File: config.mk
export PLATFORM = sky130hd
export DESIGN_NAME = matrix_frame_ctrl
export DESIGN_NICKNAME = d
export VERILOG_FILES = /design/src/rtl/matrix_frame_ctrl.sv
export SDC_FILE = /design/constraint.sdc
export NUM_CORES = 1
export LEC_CHECK = 0
export BUFFER_PORTS_ARGS = -buffer_cell sky130_fd_sc_hd__buf_2
export CAP_MARGIN = 30
export CORE_UTILIZATION = 50
export DETAILED_ROUTE_END_ITERATION = 7
export PLACE_DENSITY = 0.65
export SETUP_SLACK_MARGIN = 0.1
export SYNTH_ARGS = -nofsm -noshare
export SYNTH_HDL_FRONTEND = slang
export SYNTH_SLANG_ARGS = --single-unit
File: constraint.sdc
create_clock -name clk -period 2.6 [get_ports clk]
set_input_delay 0.39 -clock clk [delete_from_list [all_inputs] [get_ports clk]]
set_output_delay 0.39 -clock clk [all_outputs]
set_load 0.02 [all_outputs]
File: src/rtl/matrix_frame_ctrl.sv
// Row-scan controller and double-buffered frame store for the 8x8 red/green LED matrix.
// Optional MATRIX_DIM_EN macro adds a per-row brightness (on-time) control.
module matrix_frame_ctrl #(
    parameter int ROW_DWELL    = 8192,
    parameter int BLANK_CYCLES = 64
) (
    input  logic       clk,
    input  logic       reset,
    input  logic       wr_en,
    input  logic [2:0] wr_row,
    input  logic [7:0] wr_r,
    input  logic [7:0] wr_g,
    input  logic       swap_req,
`ifdef MATRIX_DIM_EN
    input  logic [2:0] brightness,
`endif
    output logic       swap_ack,
    output logic       wr_drop,
    output logic       frame_start,
    output logic [7:0] matrix_scanout,
    output logic [7:0] matrix_segout_r,
    output logic [7:0] matrix_segout_g
);
    localparam int DW = $clog2(ROW_DWELL);

    logic [DW-1:0]         dwell;
    logic [2:0]            row;
    logic                  disp_sel;
    logic                  pending;
    logic                  swap_hit;
    logic [1:0][7:0][15:0] bank;

    logic        last_dwell;
    logic        boundary;
    logic        blank;
    logic        lit_on;
    logic [15:0] front_row;

    assign last_dwell = (dwell == DW'(ROW_DWELL - 1));
    assign boundary   = last_dwell && (row == 3'd7);
    assign blank      = (32'(dwell) < 32'(BLANK_CYCLES));
    assign front_row  = bank[disp_sel][row];

`ifdef MATRIX_DIM_EN
    localparam int LIT = ROW_DWELL - BLANK_CYCLES;
    logic [2:0]  bright_q;
    logic [2:0]  bright_eff;
    logic [31:0] on_limit;

    // brightness is latched at dwell==0; the live value is used in that same cycle
    always_comb begin
        bright_eff = (dwell == '0) ? brightness : bright_q;
        on_limit   = ((32'(bright_eff) + 32'd1) * 32'(LIT)) >> 3;
        lit_on     = (32'(dwell) - 32'(BLANK_CYCLES)) < on_limit;
    end

    always_ff @(posedge clk or negedge reset) begin
        if (!reset)
            bright_q <= '0;
        else if (dwell == '0)
            bright_q <= brightness;
    end
`else
    assign lit_on = 1'b1;
`endif

    // scan counters, frame store and swap handshake
    always_ff @(posedge clk or negedge reset) begin
        if (!reset) begin
            dwell    <= '0;
            row      <= '0;
            disp_sel <= 1'b0;
            pending  <= 1'b0;
            swap_hit <= 1'b0;
            bank     <= '0;
        end else begin
            if (last_dwell) begin
                dwell <= '0;
                row   <= row + 3'd1;
            end else begin
                dwell <= dwell + DW'(1);
            end

            if (wr_en && !pending)
                bank[~disp_sel][wr_row] <= {wr_r, wr_g};

            swap_hit <= boundary && pending;
            if (boundary && pending) begin
                disp_sel <= ~disp_sel;
                pending  <= 1'b0;
            end else if (swap_req && !pending) begin
                pending <= 1'b1;
            end
        end
    end

    // registered pins, one cycle behind the counters
    always_ff @(posedge clk or negedge reset) begin
        if (!reset) begin
            frame_start     <= 1'b0;
            swap_ack        <= 1'b0;
            wr_drop         <= 1'b0;
            matrix_scanout  <= '0;
            matrix_segout_r <= '0;
            matrix_segout_g <= '0;
        end else begin
            frame_start <= (row == 3'd0) && (dwell == '0);
            swap_ack    <= swap_hit;
            wr_drop     <= wr_en && pending;
            if (blank) begin
                matrix_scanout  <= '0;
                matrix_segout_r <= '0;
                matrix_segout_g <= '0;
            end else begin
                matrix_scanout  <= 8'b1 << row;
                matrix_segout_r <= lit_on ? front_row[15:8] : 8'h00;
                matrix_segout_g <= lit_on ? front_row[7:0]  : 8'h00;
            end
        end
    end
endmodule

==> out/qor.tcl, run 1 <==
set qor(clk_root_buffer_cell) {sky130_fd_sc_hd__clkbuf_16}
set qor(post_cts_resize_count) 0
set qor(hold_viol_final) 0
set qor(die_span_y_um) 165.6
set qor(die_x_um) 165.6
set qor(synth_top_area_cell) {sky130_fd_sc_hd__dfrtp_1}
set qor(cts_tree) {yes}
set qor(power_density_mw_per_mm2) 641.0
set qor(drv.max_cap_violation_count) 0
set qor(vias_in_the_first_global_route) 8316
set qor(cts_htree_levels) 2
set qor(worst_setup_margin_ps) 508.2
set qor(buffer_ports.inserted) 49
set qor(dr_total_vias) 7439
set qor(gp_routability_congestion) 0.7785
set qor(setup.worst_path.end_class) {flip-flop}
set qor(number_of_primary_i_o_pins) 50
set qor(run_status) {finished with violations}
set qor(pwr-share-seq) 0.493
set qor(p_switching_mw) 2.057
set qor(detail_route.wl_per_cell_um) 24.22
set qor(route.final.wire_length_um) 30690
set qor(async_reset_ff_frac) 1.000
set qor(design.final.nets) 940
set qor(seq_area_frac_synth) 0.5649
set qor(design_power_total_mw) 9.753
set qor(hold_class) {primary input to flip-flop}
set qor(placedInstanceArea_sq_mm) 0.01412
set qor(globalRouteTotalUtil) 0.2412
set qor(ctsLongestPathBuffers) 3
set qor(finish.utilization) 0.5823
set qor(finalSetupViolCount) 0
set qor(synth_top_area_frac) 0.5649
set qor(antenna_violating_nets_post_route) 0
set qor(pwr-share-comb) 0.028
set qor(crit_required_ps) 2960
set qor(max_slew.worst_pin.slew_ps) 667.7
set qor(grt_setup_unrepaired) {no}
set qor(cells_taking_the_most_area_after_synthesis) {sky130_fd_sc_hd__dfrtp_1 56%, sky130_fd_sc_hd__mux2_2 22%, sky130_fd_sc_hd__mux4_2 11%}
set qor(post_cts.repair.setup_buffers) 0
set qor(drt-vias-per-instance) 5.871
set qor(setup.worst_path.class) {flip-flop to flip-flop}
set qor(synth-edff-count) 0
set qor(netlist_instances) 848
set qor(floorplan.rows) 59
set qor(multi_input_comb_area_sq_mm) 0.005499
set qor(critPathArrivalTime_ps) 2460
set qor(fin_area_sq_mm) 0.01522
set qor(power.share.switching) 0.2109
set qor(post-route-drc-count) 16
set qor(layoutNonFillerInstCount) 1267
set qor(ys_dominant_reg_cell) {sky130_fd_sc_hd__dfrtp_1}
set qor(synth.yosys.warnings) 0
set qor(initial_utilization) 0.5120
set qor(post-route-period-util) 0.8045
set qor(max_freq_ghz) 0.4781
set qor(worst_hold_slack_ps) 134.8
set qor(drt_pass1_iterations) 6
set qor(register_bit_count_reported_by_yosys) 302
set qor(intPower_mw) 7.696
set qor(nFillCells) 2015
set qor(placed_cells) 1207
set qor(drive_above_1_share) 0.5091
set qor(numCtsBuffers) 34
set qor(global_route_wire_length_before_repair_um) 48650
set qor(synth_fp_nets) 879
set qor(clock_network_fraction_of_total_power) 0.479
set qor(grt_start_max_net_pins) 70
set qor(sinks_on_clock_net) 302
set qor(slew_headroom) 0.5533
set qor(skew_ps) 14.97
set qor(die-area_sq_mm) 0.02742
set qor(ir_worst_vdd_v) 0.0003721
set qor(sequential_cell_area_sq_mm) 0.007562
set qor(syn_to_final_growth_pct) 13.73
set qor(dpl.hpwl_um) 19750
set qor(avgSynthCellArea_sq_um) 15.78
set qor(core_area_sq_mm) 0.02613
set qor(cp-start-kind) {flip-flop}
set qor(totalNegativeSetupSlack_ps) 0
set qor(timing.final.crit_period_ps) 2092
set qor(antenna_found_initial) 3
set qor(synthesis.area_sq_mm) 0.01338
set qor(failed_checks) {DRC}
set qor(worstPathMaxFanout) 8
set qor(cts_hold_repair.buffers) 1
set qor(clk_transition_reported_paths_ps) 60
set qor(distinct_cell_type_count_after_synthesis) 40
set qor(report.final.slew_viol_count) 0
set qor(total_leakage_power_nw) 7.316
set qor(placement_stage_worst_setup_slack_ps) 506.6
set qor(number_of_drc_markers_in_iteration_0) 413
set qor(worstSkewPairLatency_ps) 510
set qor(globalRoute.totalOverflow) 0
==> power by group through the flow <==
| stage | clock, mW | sequential, mW | combinational [mW] |
|---|---|---|---|
| 2_1_floorplan | 0 | 4.88 | 0.110 |
| 3_3_place_gp | 0 | 4.89 | 0.263 |
| 3_5_place_dp | 0 | 4.89 | 0.282 |
| 4_1_cts | 4.78 | 4.81 | 0.285 |
| 5_1_grt | 5.00 | 4.81 | 0.313 |
| 6_report | 4.67 | 4.81 | 0.276 |
==> cells in the mapped netlist (8+ instances only) <==
| cell type | instances |
|---|---|
| sky130_fd_sc_hd__nor2b_1 | 10 |
| sky130_fd_sc_hd__nor2_1 | 13 |
| sky130_fd_sc_hd__xor2_1 | 9 |
| sky130_fd_sc_hd__dfrtp_1 | 302 |
| sky130_fd_sc_hd__ha_1 | 8 |
| sky130_fd_sc_hd__nand2_1 | 8 |
| sky130_fd_sc_hd__nand2b_1 | 31 |
| sky130_fd_sc_hd__o211ai_1 | 15 |
| sky130_fd_sc_hd__buf_4 | 11 |
| sky130_fd_sc_hd__mux2_2 | 256 |
| sky130_fd_sc_hd__clkbuf_1 | 19 |
| sky130_fd_sc_hd__mux4_2 | 65 |
| sky130_fd_sc_hd__inv_1 | 10 |
| sky130_fd_sc_hd__mux2i_1 | 16 |
| sky130_fd_sc_hd__buf_2 | 24 |
==> worst max-delay path, stage by stage, from the launching register on <==
cell and delay (ps):
sky130_fd_sc_hd__dfrtp_1 410, sky130_fd_sc_hd__or4_4 580, sky130_fd_sc_hd__o211ai_2 500, sky130_fd_sc_hd__buf_4 260, sky130_fd_sc_hd__nand2b_1 120, sky130_fd_sc_hd__o211ai_1 80
==> layout make-up <==
| cell class | instances | area share |
|---|---|---|
| diodes | 1 | 0.0001645 |
| clock buffers | 52 | 0.06784 |
| clock inverters | 6 | 0.003618 |
| inverters | 10 | 0.002467 |
| multi-input cells | 477 | 0.3614 |
| flip-flops and latches | 302 | 0.4970 |
| well taps | 335 | 0.02755 |
| repair buffers | 84 | 0.03996 |
==> sequential cells by signal, indices dropped and copies added (netlist names) <==
signal	count
bank	256
matrix_segout_r	8
swap_ack	1
row	3
matrix_scanout	8
frame_start	1
wr_drop	1
disp_sel	1
matrix_segout_g	8
dwell	13
swap_hit	1
pending	1
==> kinds of logic (layout without fill, tap and decap cells) <==
| kind of cell | Yosys count | count (layout) | synth area share |
|---|---|---|---|
| muxes | 337 | 337 | 0.3369 |
| DFF | 302 | 302 | 0.5649 |
| and+or+nand+nor | 98 | 98 | 0.04517 |
| buffers and inverters | 69 | 152 | 0.02534 |
| AOI/OAI and AO/OA | 22 | 22 | 0.01244 |
| xor gates and xnor gates | 12 | 12 | 0.007856 |
| adders and majority gates | 8 | 8 | 0.007482 |
| other | 0 | 1 | 0 |
==> metal layers <==
layer / vias up / global-route usage / routed length [um]
met5: - / 0 / 30
met4: 4 / 0.05950 / 596
met3: 53 / 0.05195 / 1583
met2: 154 / 0.3953 / 14980
met1: 4013 / 0.3278 / 13500
li1: 3215 / - / -
==> cell usage in the layout (no fill, tap or decap), types with 6 or more instances in the layout <==
cell type                   instances
sky130_fd_sc_hd__clkbuf_16         37
sky130_fd_sc_hd__buf_12             7
sky130_fd_sc_hd__buf_2             48
sky130_fd_sc_hd__o211ai_1          15
sky130_fd_sc_hd__xor2_1             9
sky130_fd_sc_hd__inv_1             10
sky130_fd_sc_hd__buf_4             27
sky130_fd_sc_hd__dfrtp_1          300
sky130_fd_sc_hd__nor2_1            13
sky130_fd_sc_hd__mux2_2           256
sky130_fd_sc_hd__clkbuf_1          10
sky130_fd_sc_hd__nand2b_1          31
sky130_fd_sc_hd__nor2b_1            6
sky130_fd_sc_hd__nand2_1            8
sky130_fd_sc_hd__ha_1               8
sky130_fd_sc_hd__nand2_2            6
sky130_fd_sc_hd__mux4_2            65
sky130_fd_sc_hd__mux2i_1           16
==> final timing paths <==
| kind | from | endpoint | slack (ps) | depth (start not counted) |
|---|---|---|---|---|
| worst max-delay path | dwell[10]$_DFF_PN0_ | matrix_segout_g[0]$_DFF_PN0_ | 510 | 5 |
| worst min-delay path | swap_req | pending$_DFFE_PN0P_ | 130 | 3 |
| worst max register to register | dwell[10]$_DFF_PN0_ | matrix_segout_g[0]$_DFF_PN0_ | 510 | 5 |
| worst min register to register | swap_hit$_DFF_PN0_ | swap_ack$_DFF_PN0_ | 360 | 0 |
| max in group asynchronous | reset | bank[235]$_DFFE_PN0P_ | 1380 | 3 |
| min in group asynchronous | reset | dwell[3]$_DFF_PN0_ | 380 | 2 |
(Power assumes the default switching activity.)
==> inputs of run 2 (changes only) <==
Settings changed: PLACE_DENSITY 0.65 to 0.67.
Clock period 2.6 ns to 1.8 ns, I/O delays scaled along.
==> out/qor.tcl, run 2 (synthesized netlist as in run 1, its figures left out) <==
set qor(run_status) {finished with violations}
set qor(failed_checks) {DRC, setup timing}
set qor(reg2reg_from) {disp_sel$_DFFE_PN0P_}
set qor(crit_chain) {buf_6, nor4b_4, buf_4, nand2_4, buf_12, mux2_2}
set qor(post-route-drc-count) 12 ;# -4
set qor(cp-start-kind) {flip-flop}
set qor(die_span_y_um) 165.6 ;# unchanged
set qor(antenna_cells) 0 ;# -1
set qor(timing.critical_path.slowest_cell_delay_ps) 440 ;# -140 ps
set qor(drt-vias-per-instance) 5.809 ;# -1.1%
set qor(report.final.slew_viol_count) 0 ;# unchanged
set qor(clk_root_buffer_cell) {sky130_fd_sc_hd__clkbuf_16}
set qor(reg2regPathDepth) 6 ;# +1
set qor(setup.worst_path.end_class) {flip-flop}
set qor(number_of_drc_markers_in_iteration_0) 464 ;# +12%
set qor(core_area_sq_mm) 0.02613 ;# unchanged
set qor(layoutNonFillerInstCount) 1322 ;# +4.3%
set qor(intPower_mw) 11.06 ;# +44%
set qor(clk_transition_reported_paths_ps) 60 ;# about the same
set qor(die_x_um) 165.6 ;# unchanged
set qor(critPathArrivalTime_ps) 2190 ;# -270 ps
set qor(top_regs) {bank: 256 flops, dwell: 13 flops}
set qor(die-area_sq_mm) 0.02742 ;# unchanged
set qor(p_switching_mw) 3.043 ;# +48%
set qor(route.final.wire_length_um) 32680 ;# +6.5%
set qor(globalRoute.totalOverflow) 0 ;# unchanged
set qor(nFillCells) 1877 ;# -6.8%
set qor(global_route_wire_length_before_repair_um) 50200 ;# +3.2%
set qor(grt_setup_unrepaired) {yes}
set qor(syn_to_final_growth_pct) 22.86
set qor(gp_routability_congestion) 0.8184 ;# +5.1%
set qor(pwr-share-comb) 0.031 ;# +0.003
set qor(skew_ps) 19.72 ;# +4.749 ps
set qor(pwr-share-seq) 0.493 ;# about the same
set qor(total_leakage_power_nw) 7.956 ;# +8.7%
set qor(placed_cells) 1240 ;# +2.7%
set qor(detail_route.wl_per_cell_um) 24.72 ;# +2.1%
set qor(ctsLongestPathBuffers) 3 ;# unchanged
set qor(hold-path-cell-count) 2 ;# -1
set qor(timing.final.crit_period_ps) 1803 ;# -288.7 ps
set qor(largest_register) {bank}
set qor(antenna_found_initial) 0 ;# -3
set qor(crit_required_ps) 2180 ;# -780 ps
set qor(antenna_violating_nets_post_route) 0 ;# unchanged
set qor(cpMaxStageDelayCell) {sky130_fd_sc_hd__dfrtp_2}
set qor(drt_pass1_iterations) 6 ;# unchanged
set qor(dr_total_vias) 7680 ;# +3.2%
set qor(mostFrequentLayoutCell) {sky130_fd_sc_hd__dfrtp_1}
set qor(slew_headroom) 0.5478 ;# -0.005477
set qor(sinks_on_clock_net) 302 ;# unchanged
set qor(numCtsBuffers) 34 ;# unchanged
set qor(design.final.nets) 995 ;# +5.9%
set qor(design_power_total_mw) 14.11 ;# +45%
set qor(cts_htree_levels) 2 ;# unchanged
set qor(initial_utilization) 0.5120 ;# unchanged
set qor(power.share.switching) 0.2157 ;# +0.004801
set qor(min-delay-start) {wr_en}
set qor(fin_area_sq_mm) 0.01644 ;# +8.0%
set qor(post-route-period-util) 1.002 ;# +0.1972
set qor(max_freq_ghz) 0.5546 ;# +16%
set qor(power_density_mw_per_mm2) 858.2 ;# +34%
set qor(worstHoldEndpoint) {wr_drop$_DFF_PN0_}
set qor(globalRouteTotalUtil) 0.2476 ;# +0.006426
set qor(vias_in_the_first_global_route) 8435 ;# +1.4%
set qor(dpl.hpwl_um) 20380 ;# +3.2%
set qor(placement_stage_worst_setup_slack_ps) -33.25 ;# -539.9 ps
set qor(regToRegEndpoint) {bank[135]$_DFFE_PN0P_}
set qor(largest_register_ffs) 256 ;# unchanged
set qor(clock_network_fraction_of_total_power) 0.476 ;# -0.003
set qor(grt_start_max_net_pins) 52 ;# -26%
set qor(cts_tree) {yes}
set qor(worstSkewPairLatency_ps) 520 ;# about the same
set qor(drv.max_cap_violation_count) 0 ;# unchanged
set qor(placedInstanceArea_sq_mm) 0.01459 ;# +3.4%
set qor(number_of_primary_i_o_pins) 50 ;# unchanged
set qor(reg2reg_setup_slack_ps) -3 ;# -510 ps
set qor(setup.worst_path.class) {flip-flop to flip-flop}
set qor(worstPathMaxFanout) 8 ;# unchanged
set qor(buffer_ports.inserted) 49 ;# unchanged
set qor(worst_setup_margin_ps) -3.103 ;# -511.3 ps
set qor(hold_viol_final) 0 ;# unchanged
set qor(floorplan.rows) 59 ;# unchanged
set qor(ir_worst_vdd_v) 0.0005987 ;# +61%
set qor(drive_above_1_share) 0.5583 ;# +0.04913
set qor(finalSetupViolCount) 3 ;# +3
set qor(layout.cells.most_common_list) {298 x sky130_fd_sc_hd__dfrtp_1, 223 x sky130_fd_sc_hd__mux2_2, 65 x sky130_fd_sc_hd__mux4_2}
set qor(hold_class) {primary input to flip-flop}
set qor(max_slew.worst_pin.slew_ps) 675.8 ;# +8.084 ps
run 2: cell types whose count changed in the layout (fill, tap and decap cells not counted), sizes merged:
| cell | previous run | this run |
|---|---|---|
| buf | 83 | 131 |
| clkbuf | 52 | 55 |
| clkinv | 5 | 7 |
| inv | 10 | 12 |
| diode | 1 | 0 |
| dlygate4sd3 | 1 | 2 |
run 2: timing repair:
action | in CTS | in global routing
hold endpoints to repair | 46 | 0
setup endpoints to repair | 122 | 245
buffers inserted | 12 | 0
gates cloned | 4 | 5
gates resized for setup | 40 | 56
pin swaps | 4 | 5
hold buffers | 2 | 0
run 2: area by class of cell:
class	count	area, sq um	area share
clock buffer	49	997.2	0.06067
tap	335	419.2	0.02550
timing repair buffer	139	1563	0.09508
clock inverter	10	93.84	0.005709
sequential	302	7565	0.4602
multi-input combinational	477	5762	0.3505
inverter	10	37.54	0.002284
run 2: how the worst max path moves through the flow:
stage                          from                            to  slack [ps]  cells past startpoint
2_1_floorplan    row[0]$_DFFE_PN0N_  matrix_segout_r[6]$_DFF_PN0_          50                      4
3_3_place_gp     row[0]$_DFFE_PN0N_  matrix_segout_g[5]$_DFF_PN0_         -10                      4
3_5_place_dp     row[0]$_DFFE_PN0N_  matrix_segout_g[5]$_DFF_PN0_         -30                      4
4_1_cts          row[0]$_DFFE_PN0N_  matrix_segout_r[6]$_DFF_PN0_          20                      4
5_1_grt        disp_sel$_DFFE_PN0P_         bank[239]$_DFFE_PN0P_         -40                      5
6_report       disp_sel$_DFFE_PN0P_         bank[135]$_DFFE_PN0P_          -3                      6
run 2: layer usage:
metal / vias to the layer above / track usage / share of wire
met5: - / 0 / 0
met4: 0 / 0.05331 / 0.012
met3: 37 / 0.03771 / 0.050
met2: 167 / 0.3960 / 0.49
met1: 4136 / 0.3594 / 0.44
li1: 3340 / - / -
run 2: worst max-delay path: cells and delay by family, from the launching register on:
family                 cells  cell delay [ps]
buffers and inverters      3              550
DFF                        1              440
muxes                      1              270
and+or+nand+nor            2              410
run 2: metrics by stage:
step                      utilization  hold WS (ps)  TNS, ps
final                          0.6290         62.32   -6.217
after global routing           0.6290         63.18   -890.7
after CTS                      0.6152         50.60        0
after detailed placement       0.5585         238.9   -75.10
after global placement         0.5585         228.3   -28.16
after floorplan                     -        -25.59        0
run 2: power groups by stage:
stage	Sequential, mW	Combinational (mW)	Clock, mW
after global routing	6.96	0.494	7.16
after CTS	6.95	0.435	6.85
after detailed placement	7.07	0.427	0
after global placement	7.06	0.400	0
final	6.95	0.439	6.72
after floorplan	7.05	0.163	0
